`src/rtl/mips_core_pkg.sv`:
```
// Shared core constants and the reorder-buffer entry layout; also imported by rename.
package mips_core_pkg;

  localparam int unsigned ROB_DEPTH      = 16;
  localparam int unsigned ROB_DEPTH_BITS = 4;
  localparam int unsigned PHY_REG_BITS   = 6;
  localparam int unsigned LOG_REG_BITS   = 5;

  typedef logic [ROB_DEPTH_BITS-1:0] rob_tag_t;
  typedef logic [ROB_DEPTH_BITS:0]   rob_ptr_t;

  typedef struct packed {
    logic                    valid;
    logic                    done;
    logic                    uses_rw;
    logic [LOG_REG_BITS-1:0] rw_log;
    logic [PHY_REG_BITS-1:0] rw_phy;
    logic [PHY_REG_BITS-1:0] old_phy;
    logic                    is_branch;
  } rob_entry_t;

  function automatic logic [31:0] sat_add32(input logic [31:0] a, input logic [31:0] b);
    logic [32:0] sum;
    sum = {1'b0, a} + {1'b0, b};
    return sum[32] ? '1 : sum[31:0];
  endfunction

endpackage

```
`src/rtl/reorder_buffer.sv`:
```
// In-order retirement buffer: allocate at tail, complete out of order, commit at head, squash on flush.
// Optional ROB_PERF_EN adds saturating commit/squash counters.
module reorder_buffer
  import mips_core_pkg::*;
(
  input  logic                      clk,
  input  logic                      rst,
  input  logic                      alloc_valid,
  input  logic                      alloc_uses_rw,
  input  logic [LOG_REG_BITS-1:0]   alloc_rw_log,
  input  logic [PHY_REG_BITS-1:0]   alloc_rw_phy,
  input  logic [PHY_REG_BITS-1:0]   alloc_old_phy,
  input  logic                      alloc_is_branch,
  output logic                      alloc_ready,
  output logic [ROB_DEPTH_BITS-1:0] alloc_tag,
  input  logic                      cmpl_valid,
  input  logic [ROB_DEPTH_BITS-1:0] cmpl_tag,
  input  logic                      flush_valid,
  input  logic [ROB_DEPTH_BITS-1:0] flush_tag,
  output logic                      reg_wr_en,
  output logic [PHY_REG_BITS-1:0]   reg_wr_addr,
  output logic [LOG_REG_BITS-1:0]   reg_wr_log,
  output logic                      free_en,
  output logic [PHY_REG_BITS-1:0]   free_phy,
  output logic                      commit_valid,
  output logic [ROB_DEPTH_BITS-1:0] commit_tag,
  output logic                      commit_is_branch,
  output logic [ROB_DEPTH_BITS:0]   rob_count,
  output logic                      rob_empty
`ifdef ROB_PERF_EN
  ,
  output logic [31:0]               perf_commits,
  output logic [31:0]               perf_squashed
`endif
);

  localparam rob_ptr_t FULL_COUNT = rob_ptr_t'(ROB_DEPTH);

  rob_entry_t           rob [ROB_DEPTH];
  rob_ptr_t             head, tail, count, tail_next, squash_n;
  rob_tag_t             head_idx, tail_idx, cmpl_off, flush_off;
  logic                 full, alloc_fire, cmpl_fire, commit_fire;
  logic                 cmpl_live, flush_live;
  logic [ROB_DEPTH-1:0] squash_mask;
  rob_entry_t           head_e;

  assign head_idx    = head[ROB_DEPTH_BITS-1:0];
  assign tail_idx    = tail[ROB_DEPTH_BITS-1:0];
  assign count       = tail - head;
  assign full        = (count == FULL_COUNT);
  assign alloc_ready = !full;
  assign alloc_tag   = tail_idx;
  assign rob_count   = count;
  assign rob_empty   = (count == '0);
  assign head_e      = rob[head_idx];

  // A tag is live when its distance from head falls inside the occupied window.
  assign cmpl_off    = cmpl_tag - head_idx;
  assign flush_off   = flush_tag - head_idx;
  assign cmpl_live   = cmpl_valid && rob[cmpl_tag].valid && ({1'b0, cmpl_off} < count);
  assign flush_live  = flush_valid && rob[flush_tag].valid && ({1'b0, flush_off} < count);
  assign cmpl_fire   = cmpl_live && !(flush_live && (cmpl_off > flush_off));
  assign commit_fire = !rob_empty && head_e.valid && head_e.done;
  assign alloc_fire  = alloc_valid && !full && !flush_valid;
  assign squash_n    = count - {1'b0, flush_off} - rob_ptr_t'(1);

  always_comb begin
    squash_mask = '0;
    for (int unsigned i = 0; i < ROB_DEPTH; i++) begin
      if (flush_live
          && (rob_tag_t'(rob_tag_t'(i) - head_idx) > flush_off)
          && ({1'b0, rob_tag_t'(rob_tag_t'(i) - head_idx)} < count))
        squash_mask[i] = 1'b1;
    end
  end

  always_comb begin
    tail_next = tail;
    if (flush_live)
      tail_next = head + {1'b0, flush_off} + rob_ptr_t'(1);
    else if (alloc_fire)
      tail_next = tail + rob_ptr_t'(1);
  end

  always_ff @(posedge clk) begin
    if (rst) begin
      head <= '0;
      tail <= '0;
    end else begin
      tail <= tail_next;
      if (commit_fire)
        head <= head + rob_ptr_t'(1);
    end
  end

  always_ff @(posedge clk) begin
    if (rst) begin
      for (int unsigned i = 0; i < ROB_DEPTH; i++)
        rob[i] <= '0;
    end else begin
      for (int unsigned i = 0; i < ROB_DEPTH; i++)
        if (squash_mask[i])
          rob[i].valid <= 1'b0;
      if (alloc_fire)
        rob[tail_idx] <= '{valid: 1'b1, done: 1'b0, uses_rw: alloc_uses_rw,
                           rw_log: alloc_rw_log, rw_phy: alloc_rw_phy,
                           old_phy: alloc_old_phy, is_branch: alloc_is_branch};
      if (cmpl_fire)
        rob[cmpl_tag].done <= 1'b1;
      if (commit_fire) begin
        rob[head_idx].valid <= 1'b0;
        rob[head_idx].done  <= 1'b0;
      end
    end
  end

  always_ff @(posedge clk) begin
    if (rst || !commit_fire) begin
      commit_valid     <= 1'b0;
      commit_tag       <= '0;
      commit_is_branch <= 1'b0;
      reg_wr_en        <= 1'b0;
      reg_wr_addr      <= '0;
      reg_wr_log       <= '0;
      free_en          <= 1'b0;
      free_phy         <= '0;
    end else begin
      commit_valid     <= 1'b1;
      commit_tag       <= head_idx;
      commit_is_branch <= head_e.is_branch;
      reg_wr_en        <= head_e.uses_rw;
      reg_wr_addr      <= head_e.rw_phy;
      reg_wr_log       <= head_e.rw_log;
      free_en          <= head_e.uses_rw;
      free_phy         <= head_e.old_phy;
    end
  end

`ifdef ROB_PERF_EN
  always_ff @(posedge clk) begin
    if (rst) begin
      perf_commits  <= '0;
      perf_squashed <= '0;
    end else begin
      if (commit_fire)
        perf_commits <= sat_add32(perf_commits, 32'd1);
      if (flush_live)
        perf_squashed <= sat_add32(perf_squashed, 32'(squash_n));
    end
  end
`endif

endmodule

```
`config.mk`:
```
export PLATFORM = sky130hd
export DESIGN_NAME = reorder_buffer
export DESIGN_NICKNAME = d
export VERILOG_FILES = /design/src/rtl/mips_core_pkg.sv /design/src/rtl/reorder_buffer.sv
export SDC_FILE = /design/constraint.sdc
export NUM_CORES = 1
export LEC_CHECK = 0
export BUFFER_PORTS_ARGS = -buffer_cell sky130_fd_sc_hd__buf_2
export CAP_MARGIN = 20
export CORE_MARGIN = 5
export CORE_UTILIZATION = 35
export DETAILED_ROUTE_END_ITERATION = 16
export SYNTH_ARGS = -nofsm -noshare
export SYNTH_HDL_FRONTEND = slang
export SYNTH_SLANG_ARGS = --single-unit
```
`constraint.sdc`:
```
create_clock -name clk -period 4.5 [get_ports clk]
set_clock_uncertainty 0.2 [all_clocks]
set_input_delay 0 -clock clk [delete_from_list [all_inputs] [get_ports clk]]
set_output_delay 0 -clock clk [all_outputs]
set_load 0.03 [all_outputs]
```
* Word level (Yosys, flattened, before mapping)
Memories as Yosys holds them, arrays and structs flattened. A register that Yosys moved wholly into a read port is not among the register bits. Cells that the tools add are included.
Storage, ports and cells: latch bits 0, bits of input ports 32, memories kept 1, ROM bits 0, flip-flop bits (word level) 34, bits in writable memories 336
Cells by class: bitwise logic cells 16, div/mod/pow operators 0, muxes and demuxes 99, $add $sub $neg 23, shift-type cells 0, reduce and logical (&&, ||, !) cells 51, equal/unequal tests 1, multiply operators 0, magnitude comparators 35
Memory list:
- rob | depth 16, width 21, read ports 3, clocked after memory_dff 1, wr ports 18, RTL line reorder_buffer.sv:39 | rob_entry_t rob [ROB_DEPTH];
Operators by type and width (count):
- 1-bit two-way mux | 92
- 4-bit by 5-bit less-than comparator with 1-bit output | 18
- 4-bit greater-than comparator | 17
- 1-bit logical AND | 42
- 4-bit subtractor (first input constant) | 8
- 21-bit two-way mux | 1
- 21-bit OR reduction | 1
- 1-bit bitwise OR | 16
- 3-bit by 4-bit subtractor with 4-bit output (first input constant) | 4
- 5-bit by 1-bit adder with 5-bit output (second input constant) | 3
- 4-bit two-way mux | 3
- 5-bit two-way mux | 2
- 1-bit by 4-bit subtractor with 4-bit output (first input constant) | 2
- 2-bit by 4-bit subtractor with 4-bit output (first input constant) | 2
- 4-bit subtractor | 2
- 5-bit by 4-bit adder with 5-bit output | 1
- 5-bit equality test (second input constant) | 1
- 1-bit logical NOT | 5
- 5-bit logical NOT | 1
- 5-bit subtractor | 1
- 2-bit two-way mux | 1
- 2-bit nonzero test | 1
- 1-bit logical OR | 1

* Depth between registers and ports, before layout
Gate-level depths: netlist of run 1.
depth after elaboration 11, depth in mapped cells 15, gate-level depth less buffers 13

* Worst setup path after synthesis of run 1
Ideal clock, no wire load.
path type register -> register, start register head[1], end register tail[1], slack 0.815 ns, cell stages (with the launch flop) 14, data arrival time 3.394 ns, required time 4.209 ns, period minus slack after synthesis 3.685 ns, buffers on the path 2, library setup time 0.091 ns, cells stage by stage dfxtp_1 -> inv_1 -> fa_1 -> inv_1 -> ha_1 -> o21ai_0 -> a22oi_1 -> a21oi_1 -> maj3_2 -> o221ai_2 -> buf_4 -> buf_4 -> nor2_1 -> a311oi_1
Between the ends: cells in the longest elaborated chain, start to end 6
Ends and longest elaborated chain:
- start: declaration | RTL line reorder_buffer.sv:40 | rob_ptr_t head, tail, count, tail_next, squash_n;
- start signal: assignment | RTL line reorder_buffer.sv:92 | head <= head + rob_ptr_t'(1);
- 5-bit subtractor (*) | RTL line reorder_buffer.sv:49 | assign count = tail - head;
- net rob_count[1] | RTL line reorder_buffer.sv:28 | output logic [ROB_DEPTH_BITS:0] rob_count,
- parallel branches: the longest is 5 deep, another holds 4-bit by 5-bit less-than comparator with 1-bit output
- end signal: assignment | RTL line reorder_buffer.sv:90 | tail <= tail_next;
- end: declaration | RTL line reorder_buffer.sv:40
Mark *: on every way through the listed nets, which the timed path passes. A chain may end at the register's enable or synchronous reset.

==> results of run 1 <==
==> layout by cell type (no fill, tap or decap), drive strengths merged, types with 5 or more instances in the layout <==
cell         count
dfxtp           70
and2           327
nor3b            5
clkbuf          61
maj3            24
a21o            12
edfxtp         304
nand2           57
and3            18
xor2             9
clkinv          11
xnor2           17
o21ai           10
mux4           105
nand3           10
nor3            26
a211oi          30
dlygate4sd3     32
nor2            58
a21oi           59
nor2b           11
buf            120
inv             64
fa               5
ha              67
==> how the worst max path moves through the flow <==
stage / start / end / depth (start not counted)
finish: tail[0]$_SDFFE_PP0P_ / rob[10][19]$_SDFF_PP0_ / 13
global route: tail[0]$_SDFFE_PP0P_ / rob[10][19]$_SDFF_PP0_ / 15
CTS: tail[0]$_SDFFE_PP0P_ / rob[14][19]$_SDFF_PP0_ / 13
detailed placement: tail[0]$_SDFFE_PP0P_ / rob[4][9]$_DFFE_PP_ / 11
global placement: tail[0]$_SDFFE_PP0P_ / rob[5][14]$_DFFE_PP_ / 12
floorplan: head[1]$_SDFFE_PP0N_ / tail[1]$_SDFFE_PP0P_ / 13
==> power by group through the flow <==
stage          clock network, W  logic [W]  registers, W
4_1_cts                 0.00339   0.000529       0.00387
2_1_floorplan                 0   0.000315       0.00393
6_report                0.00332   0.000528       0.00387
3_3_place_gp                  0   0.000498       0.00394
5_1_grt                 0.00351   0.000571       0.00388
3_5_place_dp                  0   0.000507       0.00395
==> synthesized netlist by cell type (3+ instances only) <==
cell and number:
o21ai_0 10, and2_1 327, buf_4 11, mux4_2 105, nor3b_1 5, nor2_1 57, and4b_1 3, clkinv_1 3
nor2b_1 11, inv_2 5, a211oi_1 30, nand3b_1 4, nand2b_1 3, dfxtp_1 70, a31oi_1 4, a21o_1 12
xor2_1 9, ha_1 67, nand4_1 4, nand2_1 57, xnor2_1 14, nand3_1 10, maj3_1 23, fa_1 5
edfxtp_1 304, a21oi_1 59, mux2i_1 4, and3_1 18, inv_1 55, clkbuf_1 76, nor3_1 25, buf_2 12
xnor2_2 3
==> what timing repair did <==
action	in CTS	in global routing
hold endpoints to repair	336	0
setup endpoints to repair	0	2
hold buffers	33	0
==> worst min-delay path, delay by kind of cell <==
kind	cells	cell delay, ps
compound gates	2	170
buf+inv	2	320
simple gates	2	280
==> state kept, by name (all words and copies together), names as in the netlist, named ones only <==
signal	count
commit_is_branch	1
commit_tag	4
commit_valid	1
free_en	1
free_phy	6
head	5
reg_wr_addr	6
reg_wr_log	5
rob	336
tail	5
==> layer usage <==
metal,up-vias,wire length (um),share of wire (%)
li1,5421,-,-
met3,96,3160,6.0
met2,399,26500,50
met1,6035,21500,41
met5,-,0,0
met4,0,1420,2.7
==> layout make-up <==
type | count | area share [%]
sequential | 374 | 48.1
multi-input combinational | 905 | 35.9
clock buffer | 61 | 5.49
timing repair buffer | 152 | 4.93
tap | 696 | 3.97
inverter | 63 | 1.08
clock inverter | 14 | 0.514
antenna | 1 | 0.0114
==> kinds of logic (layout without fill, tap and decap cells) <==
| group | count (synthesis) | count (layout) | share of synthesized area [%] |
|---|---|---|---|
| and+or+nand+nor | 529 | 529 | 15.9 |
| AOI/OAI and AO/OA | 144 | 144 | 5.02 |
| DFF | 374 | 374 | 55.3 |
| xor gates and xnor gates | 26 | 26 | 1.31 |
| adders and majority gates | 96 | 96 | 6.20 |
| buffers and inverters | 165 | 290 | 3.59 |
| muxes | 110 | 110 | 12.7 |
| other | 0 | 1 | 0 |
==> stage by stage <==
step,area [sq um],hold slack (ps)
2_1_floorplan,19000,-24.0
3_3_place_gp,20200,174
3_5_place_dp,20300,193
4_1_cts,21900,32.4
5_1_grt,21900,97.7
6_report,21900,61.9
==> flow_metrics.py, run 1 <==
metrics = {
    "sta": {
        "finalHoldViolations": 0,
        "fin_crit_sh_pct": 95.3,
        "setup_viol": 0,
        "drv_slew": 0,
        "fin_crit_ps": 4290,
        "tightest_slew_ps": 1090,
        "rsz0062_at_grt": "false",
        "slew_headroom_pct": 27.0,
        "fin_ws_ps": 211,
        "fin_setup_tns_ps": 0,
        "fmax_ghz": 0.233,
    },
    "floorplanning": {
        "die_h_um": 243,
        "die-area_sq_mm": 0.0591,
        "fp-row-count": 85,
        "die_w_um": 243,
        "core_area_sq_mm": 0.0538,
        "start_util_pct": 35.4,
        "pin_count": 68,
    },
    "power_and_ir_drop": {
        "power_leakage_nw": 8.22,
        "switching_share_pct": 22.9,
        "finalPower_w": 0.00772,
        "p_seq_share_pct": 50.2,
        "switchingPower_w": 0.00177,
        "p_per_area_mw_per_mm2": 352,
        "internal_power_w": 0.00595,
        "peakVddDrop_mv": 0.233,
        "power_frac_clock_pct": 43.0,
        "comb_power_share_pct": 6.8,
    },
    "grt": {
        "use_met3_pct": 3.33,
        "top_usage_layer": "met2",
        "grt_pass1_wl_um": 79400,
        "gr-total-overflow": 0,
        "grt_use_met2_pct": 30.5,
        "grt_usage_pct": 17.6,
        "grt_max_degree": 48,
        "grtUsageMet1_pct": 22.5,
        "antenna_found_initial": 1,
        "grt_pass1_vias": 12400,
    },
    "critical_path": {
        "r2r_cells": 13,
        "arrival_ps": 4570,
        "path_cells": "inv_1 > ha_1 > inv_1 > fa_1 > inv_1 > ha_1 > a21boi_0 > o22a_1 > a221oi_1 > o2111a_1 > o2111ai_2 > dlygate4sd3_1 > a211oi_1",
        "critPathSlowestCell": "dlygate4sd3_1",
        "required_ps": 4780,
        "r2r_slack_ps": 210,
        "slowest_delay_ps": 650,
        "start_kind": "flip-flop",
        "path_common_cell": "inv_1",
        "worstReg2RegStart": "tail[0]$_SDFFE_PP0P_",
        "critPathBufInv": 4,
        "crit_type": "flip-flop to flip-flop",
        "endpoint_kind": "flip-flop",
        "crit_family": "compound AO/OA/AOI/OAI gates",
        "r2r_end": "rob[10][19]$_SDFF_PP0_",
        "crit_fanout": 7,
    },
    "route": {
        "dr.pass1.iters": 5,
        "vias": 12000,
        "ant_nets": 0,
        "drc": 0,
        "wirelength_um": 52600,
        "viasPerCell": 5.27,
        "wire_per_inst_um": 23.2,
        "drt_iter0_drc": 930,
    },
    "synth": {
        "syn-num-nets": 1548,
        "ys.flop_type": "edfxtp_1",
        "synth.avg_cell_area_sq_um": 13.2,
        "yosys_register_bits": 374,
        "syn_area_sq_mm": 0.0190,
        "synth_cell_types": 62,
        "async_flop_share_pct": 0,
        "synthTopCellsByArea": "edfxtp_1, mux4_2, and2_1, dfxtp_1, ha_1",
        "seq_area_frac_synth_pct": 55.3,
        "synth_top_cell_area_share_pct": 48.0,
        "ys_warn_count": 0,
        "postSynthCellCount": 1444,
        "synth_edf_count": 304,
        "synth_area_leader_cell": "edfxtp_1",
    },
    "clocking": {
        "cts_resized": 0,
        "cts_tree": "done",
        "cts_root_buf": "clkbuf_16",
        "postCtsSetupBuffers": 0,
        "path_clk_slew_ps": 70,
        "cts_buffer_depth": 3,
        "worstSkewPairLatency_ps": 570,
        "cts_max_level": 2,
        "cts_sinks": 374,
        "cts_buffers": 41,
    },
    "worst_hold_path": {
        "min_path_cells": 6,
        "hp-class": "primary input to flip-flop",
        "min_to": "tail[1]$_SDFFE_PP0P_",
        "hp-start": "flush_tag[2]",
    },
    "final_layout": {
        "nFillCells": 4995,
        "synthToLayoutAreaGrowth_pct": 15.1,
        "nNetsFinal": 1641,
        "post-route-util_pct": 40.7,
        "fin_cells": 2266,
        "layout-drive-gt1-share_pct": 20.3,
        "register_area_sq_mm": 0.0105,
        "multiInputGateArea_sq_mm": 0.00787,
    },
    "place": {
        "port_buffers": 67,
        "place_inst": 2157,
        "dp_slack_ps": 499,
        "place.gp.congestion": 0.900,
        "hpwl_um": 32700,
    },
    "outcome": {
        "outcome": "complete, no violations",
    },
    "run": {
        "cap_violations": 0,
    },
}
No activity file was read; power rests on OpenSTA's default activity.
==> inputs of run 2 (changes only) <==
- ABC_AREA: default -> 1
- CTS_CLUSTER_SIZE: default -> 25
- GPL_TIMING_DRIVEN: default -> 1
==> run 2 against run 1 <==
  * Worst setup slack worse by 38 ps
  * Highest routed layer is now met5
  * Largest power group unchanged
  * Critical path type unchanged
  * Sequential cell count unchanged
  * Sequential share of layout area down 0.52 points
==> flow_metrics.py, run 2 <==
metrics = {
    "power_and_ir_drop": {
        "comb_power_share_pct": 12.2,
        "p_seq_share_pct": 45.4,
        "power_frac_clock_pct": 42.4,
        "peakVddDrop_mv": 0.252,
        "internal_power_w": 0.00636,
        "switchingPower_w": 0.00227,
        "power_leakage_nw": 8.99,
        "finalPower_w": 0.00864,
        "switching_share_pct": 26.3,
        "p_per_area_mw_per_mm2": 390,
    },
    "synth": {
        "synthTopCellsByCount": "nor2_1, edfxtp_1, nand2_1",
        "synth_cell_types": 42,
        "syn-num-nets": 2254,
        "synth.avg_cell_area_sq_um": 8.97,
        "ys.flop_type": "edfxtp_1",
        "seq_area_frac_synth_pct": 54.6,
        "yosys_register_bits": 374,
        "ys_warn_count": 0,
        "synth_edf_count": 304,
        "synth_top_cell_area_share_pct": 47.4,
        "syn_area_sq_mm": 0.0193,
        "synthTopCellsByArea": "edfxtp_1, nor2_1, dfxtp_1, o21ai_0, nand2_1",
        "synth_most_common_cell": "nor2_1",
        "async_flop_share_pct": 0,
        "postSynthCellCount": 2150,
        "synth_area_leader_cell": "edfxtp_1",
    },
    "worst_hold_path": {
        "min_path_cells": 8,
        "min_to": "tail[0]$_SDFFE_PP0P_",
        "hp-start": "flush_tag[2]",
        "hp-class": "primary input to flip-flop",
    },
    "clocking": {
        "cts_buffers": 42,
        "cts_sinks": 374,
        "worstSkewPairLatency_ps": 570,
        "cts_max_level": 2,
        "cts_buffer_depth": 3,
        "path_clk_slew_ps": 70,
        "cts_tree": "done",
        "cts_root_buf": "clkbuf_16",
    },
    "final_layout": {
        "top_register": "rob",
        "nNetsFinal": 2317,
        "reg_top3": "rob (336), free_phy (6), reg_wr_addr (6)",
        "mostFrequentLayoutCells": "nor2_1, edfxtp_1, nand2_1, o21ai_0, inv_1",
        "final_common_cell": "nor2_1",
        "layout-drive-gt1-share_pct": 10.1,
        "nFillCells": 5428,
        "largest_reg_flops": 336,
        "synthToLayoutAreaGrowth_pct": 14.9,
        "antenna_cells": 0,
    },
    "critical_path": {
        "start_kind": "flip-flop",
        "path_common_cell": "nand2_1",
        "r2r_end": "rob[7][19]$_SDFF_PP0_",
        "r2r_cells": 17,
        "crit_type": "flip-flop to flip-flop",
        "path_cells": "clkinvlp_4 > buf_4 > ha_1 > nand2_1 > nand2_1 > nand2_1 > nand2_1 > nand2_1 > ha_1 > nand2_1 > inv_1 > o21ai_0 > a32oi_1 > nand2_2 > nand3_1 > dlygate4sd3_1 > a21oi_1",
        "arrival_ps": 4590,
        "required_ps": 4770,
        "endpoint_kind": "flip-flop",
        "crit_fanout": 16,
        "slowest_delay_ps": 560,
        "critPathSlowestCell": "dfxtp_1",
        "worstReg2RegStart": "head[1]$_SDFFE_PP0N_",
        "r2r_slack_ps": 170,
    },
    "outcome": {
        "outcome": "complete, no violations",
    },
    "grt": {
        "grt_pass1_wl_um": 94000,
        "grt_usage_pct": 20.2,
        "antenna_found_initial": 2,
        "grt_max_degree": 121,
        "gr-total-overflow": 0,
        "grt_pass1_vias": 15600,
    },
    "sta": {
        "setup_viol": 0,
        "slew_headroom_pct": 39.1,
        "finalHoldViolations": 0,
        "drv_slew": 0,
        "tightest_slew_ps": 913,
        "fmax_ghz": 0.231,
        "fin_crit_ps": 4330,
        "fin_setup_tns_ps": 0,
        "fin_crit_sh_pct": 96.2,
        "rsz0062_at_grt": "false",
    },
    "route": {
        "vias": 16100,
        "wirelength_um": 62000,
        "viasPerCell": 5.44,
        "ant_nets": 0,
        "drt_iter0_drc": 1519,
        "dr.pass1.iters": 6,
        "wire_per_inst_um": 21.0,
        "drc": 0,
    },
    "floorplanning": {
        "die-area_sq_mm": 0.0599,
        "die_h_um": 245,
        "die_w_um": 245,
        "start_util_pct": 35.1,
        "fp-row-count": 86,
        "pin_count": 68,
        "core_area_sq_mm": 0.0549,
    },
    "place": {
        "hpwl_um": 39000,
        "place.gp.congestion": 0.922,
        "port_buffers": 67,
    },
    "run": {
        "cap_violations": 0,
    },
}
-- run 2: changes by cell type after synthesis, moves of 23 or more --
cell | before | now
nor2_1 | 57 | 571
and2_1 | 327 | 0
nand2_1 | 57 | 250
o21ai_0 | 10 | 195
nand3_1 | 10 | 125
mux4_2 | 105 | 0
inv_1 | 55 | 150
o221ai_1 | 0 | 58
a21oi_1 | 59 | 102
a211oi_1 | 30 | 0
maj3_1 | 23 | 0
nor3_1 | 25 | 2
-- run 2: worst max-delay path by stage --
stage	startpoint	endpoint	depth (start not counted)
finish	head[1]$_SDFFE_PP0N_	rob[7][19]$_SDFF_PP0_	17
global route	head[1]$_SDFFE_PP0N_	rob[7][19]$_SDFF_PP0_	17
CTS	head[1]$_SDFFE_PP0N_	rob[7][19]$_SDFF_PP0_	16
detailed placement	head[1]$_SDFFE_PP0N_	rob[15][19]$_SDFF_PP0_	15
global placement	head[1]$_SDFFE_PP0N_	rob[4][19]$_SDFF_PP0_	13
floorplan	head[2]$_SDFFE_PP0N_	rob[8][0]$_DFFE_PP_	13
-- run 2: kinds of logic after synthesis --
logic type	after synthesis	synth area share [%]
adders and majority gates	72	4.87
DFF	374	54.6
AOI/OAI and AO/OA	412	12.4
and+or+nand+nor	973	20.4
xor gates and xnor gates	19	0.980
buffers and inverters	300	6.65
-- run 2: worst max-delay path: cells and delay by family (launching register included) --
family,cells,cell delay (ps)
AO/OA/AOI/OAI,3,470
adder cells (fa/ha/maj),2,710
buffers and inverters,4,1010
flip-flops,1,560
AND/OR/NAND/NOR,8,1260
-- run 2: layout make-up --
| type | instances | area, sq um | area share, % |
|---|---|---|---|
| sequential | 374 | 10500 | 47.6 |
| multi-input combinational | 1476 | 7470 | 33.7 |
| timing repair buffer | 167 | 1220 | 5.49 |
| clock buffer | 53 | 1120 | 5.07 |
| tap | 704 | 881 | 3.98 |
| inverter | 152 | 577 | 2.60 |
| clock inverter | 25 | 349 | 1.58 |
-- run 2: repair_timing --
item	CTS	global route
endpoints found under the setup margin	0	3
hold endpoints to repair	356	0
hold buffers	37	0
setup buffers	0	3
resized for setup	0	1
-- run 2: layer usage --
metal	vias up	global-route usage [%]	share of wire, %
met5	-	0	0.021
met4	2	7.92	4.1
met3	139	3.17	7.8
met2	724	32.5	46
met1	7769	27.5	42
li1	7416	-	-
-- run 2: stage by stage --
stage / cells / area, sq um / worst slack [ps] / hold slack, ps / util, %
floorplan: 2150 / 19300 / 721 / 75.8 / -
global placement: 2833 / 20300 / 794 / 235 / 37.0
detailed placement: 2833 / 20300 / 677 / 234 / 37.0
CTS: 2948 / 22100 / 157 / 74.1 / 40.3
global route: 2951 / 22200 / 90.7 / 173 / 40.4
finish: 2951 / 22200 / 173 / 124 / 40.4
-- run 2: power groups by stage --
| stage | sequential, W | combinational, W | clock [W] |
|---|---|---|---|
| after global placement | 0.00399 | 0.00101 | 0 |
| after global routing | 0.00393 | 0.00115 | 0.00386 |
| after CTS | 0.00392 | 0.00105 | 0.00371 |
| after floorplan | 0.00398 | 0.000656 | 0 |
| after detailed placement | 0.00400 | 0.00102 | 0 |
| final | 0.00392 | 0.00105 | 0.00366 |
==> inputs of run 3 (changes only) <==
- clock period: 4.5 -> 5.5 ns (I/O delays scaled with it)
==> run 3 against run 2 <==
  * Worst setup slack improved by 160 ps
  * Critical path depth down 1
  * Final area down 1.4%
  * Via count shrank 1.9%
  * Global-route usage shrank 0.86 points
  * Power decreased by 21%
  * Clock power is 25% lower
  * Non-clock buffer count is 27 lower
  * Wire length decreased by 3.9%
  * Die area unchanged
  * Critical endpoint is now rob[0][19]$_SDFF_PP0_
==> flow_metrics.py, run 3 (synthesized netlist as in run 2, its figures left out) <==
metrics = {
    "route": {
        "wire_per_inst_um": 20.4,
        "route.met2.wl_um": 28200,
        "wl_met1_um": 25100,
        "wl_met3_um": 4190,
        "viasPerCell": 5.39,
        "top_layer_used": "met4",
        "dr.pass1.iters": 7,
        "drc": 0,
        "wirelength_um": 59500,
        "vias": 15700,
        "ant_nets": 0,
        "drt_iter0_drc": 1298,
    },
    "run": {
        "cap_violations": 0,
    },
    "sta": {
        "setup_viol": 0,
        "fin_crit_sh_pct": 94.0,
        "finalHoldViolations": 0,
        "drv_slew": 0,
        "fin_crit_ps": 5170,
        "fmax_ghz": 0.193,
        "fin_setup_tns_ps": 0,
        "rsz0062_at_grt": "false",
        "tightest_slew_ps": 1110,
        "slew_headroom_pct": 25.6,
    },
    "outcome": {
        "outcome": "complete, no violations",
    },
    "power_and_ir_drop": {
        "peakVddDrop_mv": 0.228,
        "power_frac_clock_pct": 40.7,
        "power_leakage_nw": 8.81,
        "internal_power_w": 0.00500,
        "switchingPower_w": 0.00178,
        "p_seq_share_pct": 47.3,
        "comb_power_share_pct": 12.0,
        "p_per_area_mw_per_mm2": 311,
        "switching_share_pct": 26.3,
    },
    "clocking": {
        "cts_root_buf": "clkbuf_16",
        "cts_buffers": 40,
        "cts_buffer_depth": 3,
        "worstSkewPairLatency_ps": 560,
        "path_clk_slew_ps": 60,
        "cts_max_level": 2,
        "cts_sinks": 374,
        "cts_tree": "done",
        "postCtsSetupBuffers": 0,
    },
    "critical_path": {
        "r2r_cells": 16,
        "crit_type": "flip-flop to flip-flop",
        "crit_family": "simple AND/OR/NAND/NOR gates",
        "slowest_delay_ps": 690,
        "required_ps": 5740,
        "critPathSlowestCell": "dfxtp_1",
        "path_common_cell": "nor2_1",
        "endpoint_kind": "flip-flop",
        "crit_fanout": 16,
        "crit_cells": 16,
        "path_cells": "inv_1 > buf_4 > ha_1 > or2_2 > nand2_1 > nand2_1 > nand2_2 > nor2_1 > nor2_1 > nor2_1 > nor2_2 > nand2_2 > nand3_1 > dlygate4sd3_1 > a21oi_1 > dlygate4sd3_1",
        "start_kind": "flip-flop",
        "critPathBufInv": 4,
        "arrival_ps": 5410,
    },
    "final_layout": {
        "final_common_cell": "nor2_1",
        "layout-drive-gt1-share_pct": 8.71,
        "nFillCells": 5448,
        "reg_top3": "rob (336), free_phy (6), reg_wr_addr (6)",
        "multiInputGateArea_sq_mm": 0.00747,
        "fin_cells": 2920,
        "top_register": "rob",
        "largest_reg_flops": 336,
        "antenna_cells": 0,
        "nNetsFinal": 2288,
        "synthToLayoutAreaGrowth_pct": 13.2,
        "mostFrequentLayoutCells": "nor2_1, edfxtp_1, nand2_1, o21ai_0, inv_1",
        "register_area_sq_mm": 0.0105,
    },
    "worst_hold_path": {
        "min_path_cells": 8,
        "hp-class": "primary input to flip-flop",
    },
    "grt": {
        "grt_pass1_wl_um": 91200,
        "antenna_found_initial": 0,
        "grt_usage_pct": 19.3,
        "gr-total-overflow": 0,
        "grt_pass1_vias": 15200,
        "grt_max_degree": 97,
    },
    "place": {
        "hpwl_um": 38600,
        "port_buffers": 67,
        "place.gp.congestion": 0.912,
        "place_inst": 2806,
    },
    "floorplanning": {
        "start_util_pct": 35.1,
        "die_h_um": 245,
        "core_area_sq_mm": 0.0549,
        "die-area_sq_mm": 0.0599,
        "fp-row-count": 86,
        "die_w_um": 245,
        "pin_count": 68,
    },
}
run 3: changes by cell type in the layout (fill, tap and decap cells not counted), sizes merged:
cell,change
bufinv,-3
clkinvlp,-1
clkinv,+2
dlygate4sd3,+2
inv,+1
buf,-29
clkbuf,-3
run 3: power groups by stage:
stage	Combinational [W]	Sequential (W)	Clock, W
finish	0.000812	0.00321	0.00276
global route	0.000896	0.00322	0.00294
CTS	0.000812	0.00321	0.00280
detailed placement	0.000793	0.00327	0
global placement	0.000783	0.00327	0
floorplan	0.000536	0.00325	0
run 3: final timing paths:
path	end	from	slack [ps]
worst max-delay path	rob[0][19]$_SDFF_PP0_	head[2]$_SDFFE_PP0N_	330
worst max register to register	rob[0][19]$_SDFF_PP0_	head[2]$_SDFFE_PP0N_	330
worst min register to register	rob[15][19]$_SDFF_PP0_	rob[15][19]$_SDFF_PP0_	300
worst min-delay path	tail[0]$_SDFFE_PP0P_	flush_tag[2]	150
run 3: tightest hold or removal path: stages:
cell,delay (ps)
buf_2,130
nand3_1,80
nand2_1,80
nand2_1,50
nand3_1,120
inv_1,50
nand2_1,200
a21oi_1,110
run 3: repair_timing:
action	CTS	global route
hold endpoints to repair	321	0
hold buffers	39	0
gates resized for setup	0	1
endpoints found under the setup margin	0	2
run 3: per-stage QoR:
stage | utilization [%] | hold slack [ps] | setup WS, ps | total power (W) | area (sq um)
2_1_floorplan | - | 75.8 | 1720 | 0.00379 | 19300
3_3_place_gp | 36.5 | 236 | 1160 | 0.00405 | 20000
3_5_place_dp | 36.6 | 237 | 987 | 0.00407 | 20100
4_1_cts | 39.7 | 163 | 187 | 0.00682 | 21800
5_1_grt | 39.8 | 244 | 42.3 | 0.00705 | 21800
6_report | 39.8 | 151 | 331 | 0.00679 | 21800
run 3: routing by layer:
layer	track usage (%)	up-vias
li1	-	7350
met1	26.5	7622
met2	31.7	651
met4	6.58	0
met5	0	-
met3	2.57	126
run 3: final cells by class:
cell class,instances,share of cell area (%)
Sequential cell,374,48.3
Timing Repair Buffer,140,4.68
Multi-Input combinational cell,1476,34.2
Clock buffer,50,4.99
Inverter,152,2.62
Clock inverter,24,1.19
Tap cell,704,4.03
